$ cat src/rtl/dda_pkg.sv
// rtl/dda_pkg.sv - shared constants, opcodes and FSM states for the dda SPI command stage
package dda_pkg;

    localparam int DDA_N    = 16;
    localparam int REG_SIZE = 4;

    localparam logic [1:0] OP_RD_STATE = 2'b00;
    localparam logic [1:0] OP_WR_PARAM = 2'b01;
    localparam logic [1:0] OP_RD_PARAM = 2'b10;
    localparam logic [1:0] OP_CTRL     = 2'b11;

    typedef enum logic [2:0] {
        IDLE,
        WR_HI,
        WR_LO,
        WR_CK,
        STREAM
    } state_t;

    localparam logic [15:0] ICX_RST = 16'hC000;
    localparam logic [15:0] ICY_RST = 16'h14CD;
    localparam logic [15:0] K_RST   = 16'h14DD;
    localparam logic [15:0] D_RST   = 16'h14DD;

    function automatic logic [15:0] param_rst(input logic [1:0] idx);
        case (idx)
            2'd0:    return ICX_RST;
            2'd1:    return ICY_RST;
            2'd2:    return K_RST;
            default: return D_RST;
        endcase
    endfunction

endpackage

$ cat src/rtl/sync2.sv
// rtl/sync2.sv - two-flop synchroniser, resets to 1 (idle chip select)
module sync2 (
    input  logic clk,
    input  logic rst_n,
    input  logic d,
    output logic q
);

    logic meta_q;
    logic sync_q;

    always_ff @(posedge clk or negedge rst_n) begin
        if (!rst_n) begin
            meta_q <= 1'b1;
            sync_q <= 1'b1;
        end else begin
            meta_q <= d;
            sync_q <= meta_q;
        end
    end

    assign q = sync_q;

endmodule

$ cat src/rtl/dda_spi_ctrl.sv
// rtl/dda_spi_ctrl.sv - SPI byte decoder: parameter writes, run control, state/parameter reads
// Optional DDA_SPI_CHECKSUM_EN: XOR checksum byte on reads, checked third byte on writes.
module dda_spi_ctrl
    import dda_pkg::*;
#(
    parameter int N = DDA_N
) (
    input  logic         clk,
    input  logic         rst_n,
    input  logic         spi_cs_n,
    input  logic         rx_dv,
    input  logic [7:0]   rx_byte,
    output logic         tx_dv,
    output logic [7:0]   tx_byte,
    input  logic [N-1:0] x,
    input  logic [N-1:0] y,
    output logic [N-1:0] icx,
    output logic [N-1:0] icy,
    output logic [N-1:0] k,
    output logic [N-1:0] d,
    output logic         en_dda,
    output logic         dda_restart
);

`ifdef DDA_SPI_CHECKSUM_EN
    localparam logic [2:0] CK_LEN = 3'd1;
`else
    localparam logic [2:0] CK_LEN = 3'd0;
`endif

    state_t         state_q, state_d;
    logic [N-1:0]   param_q [REG_SIZE];
    logic [N-1:0]   param_d [REG_SIZE];
    logic [2*N-1:0] snap_q, snap_d;
    logic [2:0]     cnt_q, cnt_d;
    logic           is_state_q, is_state_d;
    logic [1:0]     wr_idx_q, wr_idx_d;
    logic           wr_bad_q, wr_bad_d;
    logic [7:0]     wr_hi_q, wr_hi_d;
    logic [7:0]     wr_lo_q, wr_lo_d;
    logic           en_q, en_d;
    logic           restart_q, restart_d;
    logic           err_q, err_d;
    logic           tx_dv_q, tx_dv_d;
    logic [7:0]     tx_byte_q, tx_byte_d;

    logic           cs_sync;
    logic           err_set;
    logic           use_status;
    logic [2:0]     data_len;
    logic [2:0]     stream_len;
    logic [N-1:0]   rd_param;
    logic [7:0]     snap_xor;

    sync2 u_cs_sync (
        .clk   (clk),
        .rst_n (rst_n),
        .d     (spi_cs_n),
        .q     (cs_sync)
    );

    assign data_len   = is_state_q ? 3'd4 : 3'd2;
    assign stream_len = data_len + CK_LEN;
    assign rd_param   = param_q[rx_byte[1:0]];
    // Parameter snapshots carry a zero low word, so the same 4-byte XOR serves both reads.
    assign snap_xor   = snap_q[2*N-1 -: 8] ^ snap_q[2*N-9 -: 8] ^ snap_q[N-1 -: 8] ^ snap_q[7:0];

    always_comb begin
        state_d    = state_q;
        param_d    = param_q;
        snap_d     = snap_q;
        cnt_d      = cnt_q;
        is_state_d = is_state_q;
        wr_idx_d   = wr_idx_q;
        wr_bad_d   = wr_bad_q;
        wr_hi_d    = wr_hi_q;
        wr_lo_d    = wr_lo_q;
        en_d       = en_q;
        restart_d  = 1'b0;
        tx_dv_d    = 1'b0;
        tx_byte_d  = tx_byte_q;
        err_set    = 1'b0;
        use_status = 1'b0;

        if (cs_sync) begin
            state_d = IDLE;
            cnt_d   = 3'd0;
        end else if (rx_dv) begin
            tx_dv_d = 1'b1;
            case (state_q)
                IDLE: begin
                    case (rx_byte[7:6])
                        OP_RD_STATE: begin
                            snap_d     = {x, y};
                            is_state_d = 1'b1;
                            cnt_d      = 3'd1;
                            state_d    = STREAM;
                            tx_byte_d  = x[N-1 -: 8];
                        end
                        OP_WR_PARAM: begin
                            wr_idx_d   = rx_byte[1:0];
                            wr_bad_d   = rx_byte[5:0] >= 6'(REG_SIZE);
                            state_d    = WR_HI;
                            use_status = 1'b1;
                        end
                        OP_RD_PARAM: begin
                            snap_d     = {rd_param, {N{1'b0}}};
                            is_state_d = 1'b0;
                            cnt_d      = 3'd1;
                            state_d    = STREAM;
                            tx_byte_d  = rd_param[N-1 -: 8];
                        end
                        default: begin
                            en_d       = rx_byte[0];
                            restart_d  = rx_byte[1];
                            use_status = 1'b1;
                        end
                    endcase
                end
                WR_HI: begin
                    wr_hi_d    = rx_byte;
                    state_d    = WR_LO;
                    use_status = 1'b1;
                end
                WR_LO: begin
                    use_status = 1'b1;
`ifdef DDA_SPI_CHECKSUM_EN
                    wr_lo_d = rx_byte;
                    state_d = WR_CK;
`else
                    state_d = IDLE;
                    if (wr_bad_q) begin
                        err_set = 1'b1;
                    end else begin
                        param_d[wr_idx_q] = {wr_hi_q, rx_byte};
                    end
`endif
                end
                WR_CK: begin
                    use_status = 1'b1;
                    state_d    = IDLE;
                    if (!wr_bad_q && rx_byte == (wr_hi_q ^ wr_lo_q)) begin
                        param_d[wr_idx_q] = {wr_hi_q, wr_lo_q};
                    end else begin
                        err_set = 1'b1;
                    end
                end
                STREAM: begin
                    if (cnt_q == stream_len) begin
                        use_status = 1'b1;
                        state_d    = IDLE;
                        cnt_d      = 3'd0;
                    end else begin
                        cnt_d = cnt_q + 3'd1;
                        if (cnt_q == data_len) begin
                            tx_byte_d = snap_xor;
                        end else begin
                            case (cnt_q)
                                3'd1:    tx_byte_d = snap_q[2*N-9 -: 8];
                                3'd2:    tx_byte_d = snap_q[N-1 -: 8];
                                default: tx_byte_d = snap_q[7:0];
                            endcase
                        end
                    end
                end
                default: state_d = IDLE;
            endcase
        end

        // A STATUS reply reports any error raised by this same byte, then clears it.
        err_d = err_q | err_set;
        if (use_status) begin
            tx_byte_d = {en_d, 6'b0, err_d};
            err_d     = 1'b0;
        end
    end

    always_ff @(posedge clk or negedge rst_n) begin
        if (!rst_n) begin
            state_q    <= IDLE;
            for (int i = 0; i < REG_SIZE; i++) begin
                param_q[i] <= param_rst(2'(i));
            end
            snap_q     <= '0;
            cnt_q      <= 3'd0;
            is_state_q <= 1'b0;
            wr_idx_q   <= 2'd0;
            wr_bad_q   <= 1'b0;
            wr_hi_q    <= 8'h00;
            wr_lo_q    <= 8'h00;
            en_q       <= 1'b1;
            restart_q  <= 1'b0;
            err_q      <= 1'b0;
            tx_dv_q    <= 1'b0;
            tx_byte_q  <= 8'h00;
        end else begin
            state_q    <= state_d;
            param_q    <= param_d;
            snap_q     <= snap_d;
            cnt_q      <= cnt_d;
            is_state_q <= is_state_d;
            wr_idx_q   <= wr_idx_d;
            wr_bad_q   <= wr_bad_d;
            wr_hi_q    <= wr_hi_d;
            wr_lo_q    <= wr_lo_d;
            en_q       <= en_d;
            restart_q  <= restart_d;
            err_q      <= err_d;
            tx_dv_q    <= tx_dv_d;
            tx_byte_q  <= tx_byte_d;
        end
    end

    assign icx         = param_q[0];
    assign icy         = param_q[1];
    assign k           = param_q[2];
    assign d           = param_q[3];
    assign en_dda      = en_q;
    assign dda_restart = restart_q;
    assign tx_dv       = tx_dv_q;
    assign tx_byte     = tx_byte_q;

endmodule

$ cat config.mk
export PLATFORM = sky130hd
export DESIGN_NAME = dda_spi_ctrl
export DESIGN_NICKNAME = d
export VERILOG_FILES = /design/src/rtl/dda_pkg.sv /design/src/rtl/sync2.sv /design/src/rtl/dda_spi_ctrl.sv
export SDC_FILE = /design/constraint.sdc
export NUM_CORES = 1
export LEC_CHECK = 0
export CORE_ASPECT_RATIO = 0.6
export CORE_MARGIN = 4
export CORE_UTILIZATION = 47
export CTS_CLUSTER_SIZE = 25
export DETAILED_ROUTE_END_ITERATION = 6
export PLACE_DENSITY = 0.83
export SETUP_SLACK_MARGIN = 0.3
export SLEW_MARGIN = 30
export SYNTH_ARGS = -nofsm -noshare
export SYNTH_HDL_FRONTEND = slang
export SYNTH_SLANG_ARGS = --single-unit
$ cat constraint.sdc
create_clock -name clk -period 2 [get_ports clk]
set_input_delay 0.4 -clock clk [delete_from_list [all_inputs] [get_ports clk]]
set_output_delay 0.4 -clock clk [all_outputs]
set_load 0.1 [all_outputs]
==> results of run 1 <==
[path summary, 6_finish.rpt]
path / from / end / depth (start not counted)
setup / recovery: wr_hi_q[2] / flop / 7
hold / removal: rst_n / tx_byte[5] / 2
setup reg to reg: wr_hi_q[2] / flop / 7
hold reg to reg: u_cs_sync.meta_q / u_cs_sync.q / 0
max in group asynchronous: rst_n / d[3] / 2
min in group clk: u_cs_sync.meta_q / u_cs_sync.q / 0
[through the flow]
| step | util [%] | hold slack, ns | area, µm² |
|---|---|---|---|
| 3_3_place_gp | 63.00 | 0.3483 | 7624 |
| 2_1_floorplan | - | 0.1044 | 5956 |
| 6_report | 76.85 | 0.01538 | 9300 |
| 5_1_grt | 76.85 | 0.02487 | 9300 |
| 3_5_place_dp | 63.00 | 0.3533 | 7624 |
| 4_1_cts | 70.84 | 0.01248 | 8573 |
[worst reg2reg max path, cell delays in order (launching register included)]
cell and delay (ns):
dfrtp_1 0.41, xnor2_2 0.18, nand4_1 0.19, o21a_4 0.30
nor4b_4 0.21, buf_4 0.18, clkbuf_16 0.18, mux2_4 0.31
[power by group]
part / internal [W] / leakage, nW / switching, W
combinational: 0.000686 / 2.33 / 0.000970
sequential: 0.00265 / 1.49 / 0.000260
clock: 0.00209 / 0.287 / 0.00109
total: 0.00543 / 4.10 / 0.00232
[repair_timing]
| action | in CTS | in global routing |
|---|---|---|
| setup endpoints to repair | 103 | 103 |
| pin swaps | 15 | 50 |
| setup buffers | 6 | 13 |
| endpoints found under the hold margin | 0 | 0 |
| gates resized for setup | 79 | 150 |
| gates cloned | 1 | 8 |
[per-layer routing]
| metal | track usage (%) | part of all wire, % |
|---|---|---|
| met5 | 0 | 0 |
| met4 | 6.951 | 2.1 |
| met3 | 6.509 | 9.5 |
| met2 | 38.07 | 45 |
| met1 | 36.59 | 44 |
[area by class of cell]
cell class / instances / area (µm²)
Antenna cell: 1 / 2.502
Clock buffer: 26 / 499.2
Clock inverter: 6 / 112.6
Fill cell: 650 / 2801
Inverter: 3 / 11.26
Multi-Input combinational cell: 316 / 3344
Sequential cell: 120 / 3063
Tap cell: 165 / 206.4
Timing Repair Buffer: 184 / 2061
[cell usage in the layout (no fill, tap or decap), types with 5 or more instances in the layout]
cell type,instances
mux2i_1,9
xnor2_1,5
o21ai_2,22
buf_12,31
dlygate4sd2_1,7
nand2_4,19
dfstp_2,28
mux4_2,16
nand2_2,11
a32o_1,5
buf_6,14
nand2_1,24
and2_1,8
nand3_1,8
clkbuf_1,5
dfrtp_1,72
mux2_2,14
clkdlybuf4s50_1,33
a21oi_2,7
buf_4,88
nor2_1,9
dfrtp_2,20
clkbuf_16,23
o21ai_1,7
mux2_4,60
a22oi_2,7
nand2b_1,18
[kinds of logic (layout without fill, tap and decap cells)]
logic type,Yosys count,count (layout),share of synthesized area (%)
XOR/XNOR,8,8,1.203
flip-flops,120,120,52.16
AND/OR/NAND/NOR,132,132,12.22
adder cells (fa/ha/maj),3,3,0.6445
multiplexers,100,100,22.86
other,0,1,0
AO/OA/AOI/OAI,73,73,7.863
buffers and inverters,33,219,3.050
[cell usage after synthesis (4+ instances only)]
cell type	count	area [µm²]
buf_6	4	45.04
xnor2_1	8	70.07
mux4_2	16	360.4
nand2b_1	19	118.9
mux2i_1	10	100.1
dfrtp_1	92	2302
nor2b_1	4	25.02
a21oi_1	12	60.06
a32o_1	6	60.06
dfstp_2	28	735.7
and2_1	9	56.30
nand3_1	8	40.04
nand2_1	53	198.9
o21ai_0	36	180.2
nor2_1	15	56.30
clkbuf_1	19	71.32
mux2_4	10	150.1
mux2_2	64	720.7
a22oi_1	8	60.06
==> impl_metrics.env, run 1 <==
export IMPL_status="finished, violations left"
export IMPL_violations="setup timing"
export IMPL_die_w_um=151.7
export IMPL_cp_required_ns=2.29
export IMPL_path_buf_inv=2
export IMPL_postCtsHoldBufs=0
export IMPL_path_class="flop to flop"
export IMPL_port_buffers=118
export IMPL_syn_area_um2=5824
export IMPL_total_power_w=0.007753
export IMPL_drive_above_1_share_pct=63.51
export IMPL_synth_main_ff_cell="dfrtp_1"
export IMPL_numCtsBuffers=17
export IMPL_synth_cell_types=49
export IMPL_slew_violations=0
export IMPL_hold_class="input port to asynchronous set/reset pin"
export IMPL_crit_slowest_cell="dfrtp_1"
export IMPL_synth_edf_count=0
export IMPL_core_area_um2=12100
export IMPL_cts_root_buf="clkbuf_16"
export IMPL_yosysWarnings=0
export IMPL_seq_area_frac_synth_pct=52.16
export IMPL_slew_headroom_pct=75.62
export IMPL_cts_path_max_buffers=2
export IMPL_vias_per_cell=5.890
export IMPL_synth_cells=469
export IMPL_final_setup_viol_count=44
export IMPL_tns_ns=-1.476
export IMPL_max_freq_mhz=481.4
export IMPL_dr_pass1_iters=5
export IMPL_drc_errors=0
export IMPL_cp_max_fo=8
export IMPL_hpwl_um=12090
export IMPL_drt_wl_total_um=19900
export IMPL_finalHoldViolations=0
export IMPL_r2r_slack_ns=-0.08
export IMPL_pre_cts_slack_ns=-0.6564
export IMPL_timing_final_crit_period_ns=2.077
export IMPL_grt_pass1_wl_um=26980
export IMPL_grt_usage_pct=25.33
export IMPL_worst_slack_ns=-0.07720
export IMPL_grt_pass1_vias=4818
export IMPL_rsz0062_at_grt="true"
export IMPL_clkSlewWorstSetupHoldPaths_ns=0.06
export IMPL_first_iter_violations=580
export IMPL_ioPinCount=119
export IMPL_clock_latency_ns=0.41
export IMPL_grt_ovfl_total=0
export IMPL_layout_cells_non_filler=821
export IMPL_ys_ff_latch=120
export IMPL_rows=31
export IMPL_drv_cap=0
export IMPL_nets=689
export IMPL_place_inst=760
export IMPL_die_area_um2=14300
export IMPL_postRouteAntennaNets=0
export IMPL_synth_nets=516
export IMPL_antenna_found_initial=1
export IMPL_path_cells="xnor2_2 > nand4_1 > o21a_4 > nor4b_4 > buf_4 > clkbuf_16 > mux2_4"
export IMPL_p_per_area_nw_per_um2=833.6
export IMPL_num_vias=4836
export IMPL_startpoint_type="flop"
export IMPL_worstMarginPinSlew_ns=0.3630
export IMPL_ir_drop_uv=712.0
export IMPL_cp_end_kind="flop"
export IMPL_gp_congestion=0.9112
export IMPL_die_h_um=94.23
export IMPL_async_reset_ff_share_pct=100.0
export IMPL_cts_tree="built"
export IMPL_wl_per_cell_um=24.24
export IMPL_syn_mean_instance_area_um2=12.42
export IMPL_skew_ns=0.01024
export IMPL_crit_family="flip-flops"
export IMPL_grt_max_degree=70
export IMPL_clock_sinks=120
export IMPL_start_util_pct=48.13
export IMPL_area_delta_synth_final_pct=59.68
export IMPL_crit_arrival_ns=2.37
export IMPL_finalCritPeriodShare_pct=103.9
export IMPL_cpPeakStageDelay_ns=0.41
export IMPL_power_leakage_nw=4.103
export IMPL_htree_levels=4
No activity file was read; power rests on OpenSTA's default activity.
==> run 2, diff against run 1 <==
--- a/config.mk
+++ b/config.mk
@@ -7,10 +7,10 @@
 export LEC_CHECK = 0
 export CORE_ASPECT_RATIO = 0.6
 export CORE_MARGIN = 4
-export CORE_UTILIZATION = 47
+export CORE_UTILIZATION = 40
 export CTS_CLUSTER_SIZE = 25
 export DETAILED_ROUTE_END_ITERATION = 6
-export PLACE_DENSITY = 0.83
+export PLACE_DENSITY = 0.73
 export SETUP_SLACK_MARGIN = 0.3
 export SLEW_MARGIN = 30
 export SYNTH_ARGS = -nofsm -noshare
==> impl_metrics.env, run 2 (same netlist as run 1, synthesis figures left out) <==
export IMPL_grt_ovfl_total=0
export IMPL_antenna_found_initial=0
export IMPL_finalCritPeriodShare_pct=100.1
export IMPL_clock_sinks=120
export IMPL_drive_above_1_share_pct=56.52
export IMPL_r2r_slack_ns=-0.002
export IMPL_gp_congestion=0.8534
export IMPL_cts_tree="built"
export IMPL_wl_per_cell_um=21.64
export IMPL_clkSlewWorstSetupHoldPaths_ns=0.06
export IMPL_cp_required_ns=2.29
export IMPL_finalHoldViolations=0
export IMPL_htree_levels=4
export IMPL_slew_headroom_pct=64.45
export IMPL_p_seq_share_pct=39.2
export IMPL_num_vias=4657
export IMPL_ir_drop_uv=486.2
export IMPL_numCtsBuffers=17
export IMPL_start_util_pct=41.73
export IMPL_drc_errors=0
export IMPL_path_class="flop to flop"
export IMPL_cp_startpoint="wr_hi_q[2]"
export IMPL_skew_ns=0.01211
export IMPL_die_w_um=163.8
export IMPL_timing_final_crit_period_ns=2.002
export IMPL_cellInternalPower_w=0.005009
export IMPL_grt_pass1_wl_um=28050
export IMPL_combPwrFrac_pct=21.3
export IMPL_placedInstanceArea_um2=7692
export IMPL_vias_per_cell=5.466
export IMPL_first_iter_violations=330
export IMPL_cts_root_buf="clkbuf_16"
export IMPL_r2r_start="wr_hi_q[2]"
export IMPL_final_common_cell="buf_4"
export IMPL_power_share_switching_pct=31.34
export IMPL_slew_violations=0
export IMPL_crit_arrival_ns=2.30
export IMPL_rows=33
export IMPL_nets=694
export IMPL_diodes=0
export IMPL_drt_wl_total_um=18430
export IMPL_final_setup_viol_count=1
export IMPL_p_per_area_nw_per_um2=812.0
export IMPL_violations="setup timing"
export IMPL_hpwl_um=12460
export IMPL_power_leakage_nw=3.999
export IMPL_status="finished, violations left"
export IMPL_rsz0062_at_grt="true"
export IMPL_dr_pass1_iters=5
export IMPL_reg2reg_depth=6
export IMPL_port_buffers=118
export IMPL_max_freq_mhz=499.6
export IMPL_core_area_um2=13960
export IMPL_drv_cap=0
export IMPL_power_share_clock_pct=39.6
export IMPL_ioPinCount=119
export IMPL_startpoint_type="flop"
export IMPL_postLayoutCellArea_um2=8984
export IMPL_grt_usage_pct=22.40
export IMPL_total_power_w=0.007294
export IMPL_postRouteAntennaNets=0
export IMPL_tns_ns=-0.001735
export IMPL_clock_latency_ns=0.42
export IMPL_grt_pass1_vias=4753
export IMPL_die_h_um=101.5
export IMPL_cp_max_fo=8
export IMPL_die_area_um2=16620
export IMPL_p_sw_w=0.002286
export IMPL_layout_common_cells="95 x buf_4, 73 x dfrtp_1, 64 x mux2_4, 50 x nand2_1, 33 x clkdlybuf4s50_1"
export IMPL_cp_end_kind="flop"
export IMPL_area_delta_synth_final_pct=54.24
export IMPL_cts_path_max_buffers=2
export IMPL_grt_max_degree=42
export IMPL_hold_class="flop to flop"
export IMPL_worstMarginPinSlew_ns=0.5320
export IMPL_worst_slack_ns=-0.001735
[run 2: timing repair]
item / CTS / global route
pin swaps: 24 / 24
hold endpoints to repair: 15 / 0
gates cloned: 3 / 0
endpoints found under the setup margin: 96 / 102
setup buffers: 6 / 15
resized for setup: 94 / 49
hold buffers: 1 / 0
[run 2: layout make-up]
class                      instances  area (µm²)
fill                            1040        4972
multi-input combinational        318        3167
sequential                       120        3062
timing repair buffer             187        1949
clock buffer                      18       429.2
tap                              192       240.2
clock inverter                    14       125.1
inverter                           3       11.26
[run 2: power by group through the flow]
stage / Clock (W) / Combinational, W / Sequential [W]
after CTS: 0.00291 / 0.00143 / 0.00283
after floorplan: 0 / 0.000421 / 0.00320
after global placement: 0 / 0.00130 / 0.00285
final: 0.00289 / 0.00155 / 0.00286
after global routing: 0.00303 / 0.00164 / 0.00288
after detailed placement: 0 / 0.00133 / 0.00286
[run 2: metrics by stage]
step / util, % / hold WS (ns) / cells / setup WS, ns
final: 64.37 / 0.3640 / 852 / -0.001735
after global routing: 64.37 / 0.3683 / 852 / -0.04953
after CTS: 62.05 / 0.3657 / 837 / 0.03368
after detailed placement: 55.12 / 0.3472 / 795 / -0.6115
after global placement: 55.12 / 0.3494 / 795 / -0.5295
after floorplan: - / 0.1044 / 469 / -0.06455
[run 2: critical path: stages (launching register included)]
cell     delay [ns]
dfrtp_1        0.42
xnor2_2        0.19
nand4_1        0.14
o21a_4         0.29
nor4b_4        0.31
buf_6          0.22
mux2_4         0.32
[run 2: per-layer routing]
| layer | GRT usage [%] | routed length (µm) | share of wire, % | vias up |
|---|---|---|---|---|
| li1 | - | - | - | 2048 |
| met1 | 33.93 | 9052 | 49 | 2387 |
| met2 | 31.91 | 7839 | 43 | 200 |
| met3 | 5.612 | 1318 | 7.1 | 22 |
| met4 | 6.379 | 223 | 1.2 | 0 |
| met5 | 0 | 0 | 0 | - |
[run 2: worst min path at each step]
stage / startpoint / to / slack (ns) / depth (start not counted)
3_5_place_dp: u_cs_sync.meta_q / u_cs_sync.q / 0.35 / 0
6_report: u_cs_sync.meta_q / u_cs_sync.q / 0.36 / 0
2_1_floorplan: rst_n / asynchronous set/reset pin / 0.10 / 0
3_3_place_gp: u_cs_sync.meta_q / u_cs_sync.q / 0.35 / 0
4_1_cts: u_cs_sync.meta_q / u_cs_sync.q / 0.37 / 0
5_1_grt: u_cs_sync.meta_q / u_cs_sync.q / 0.37 / 0
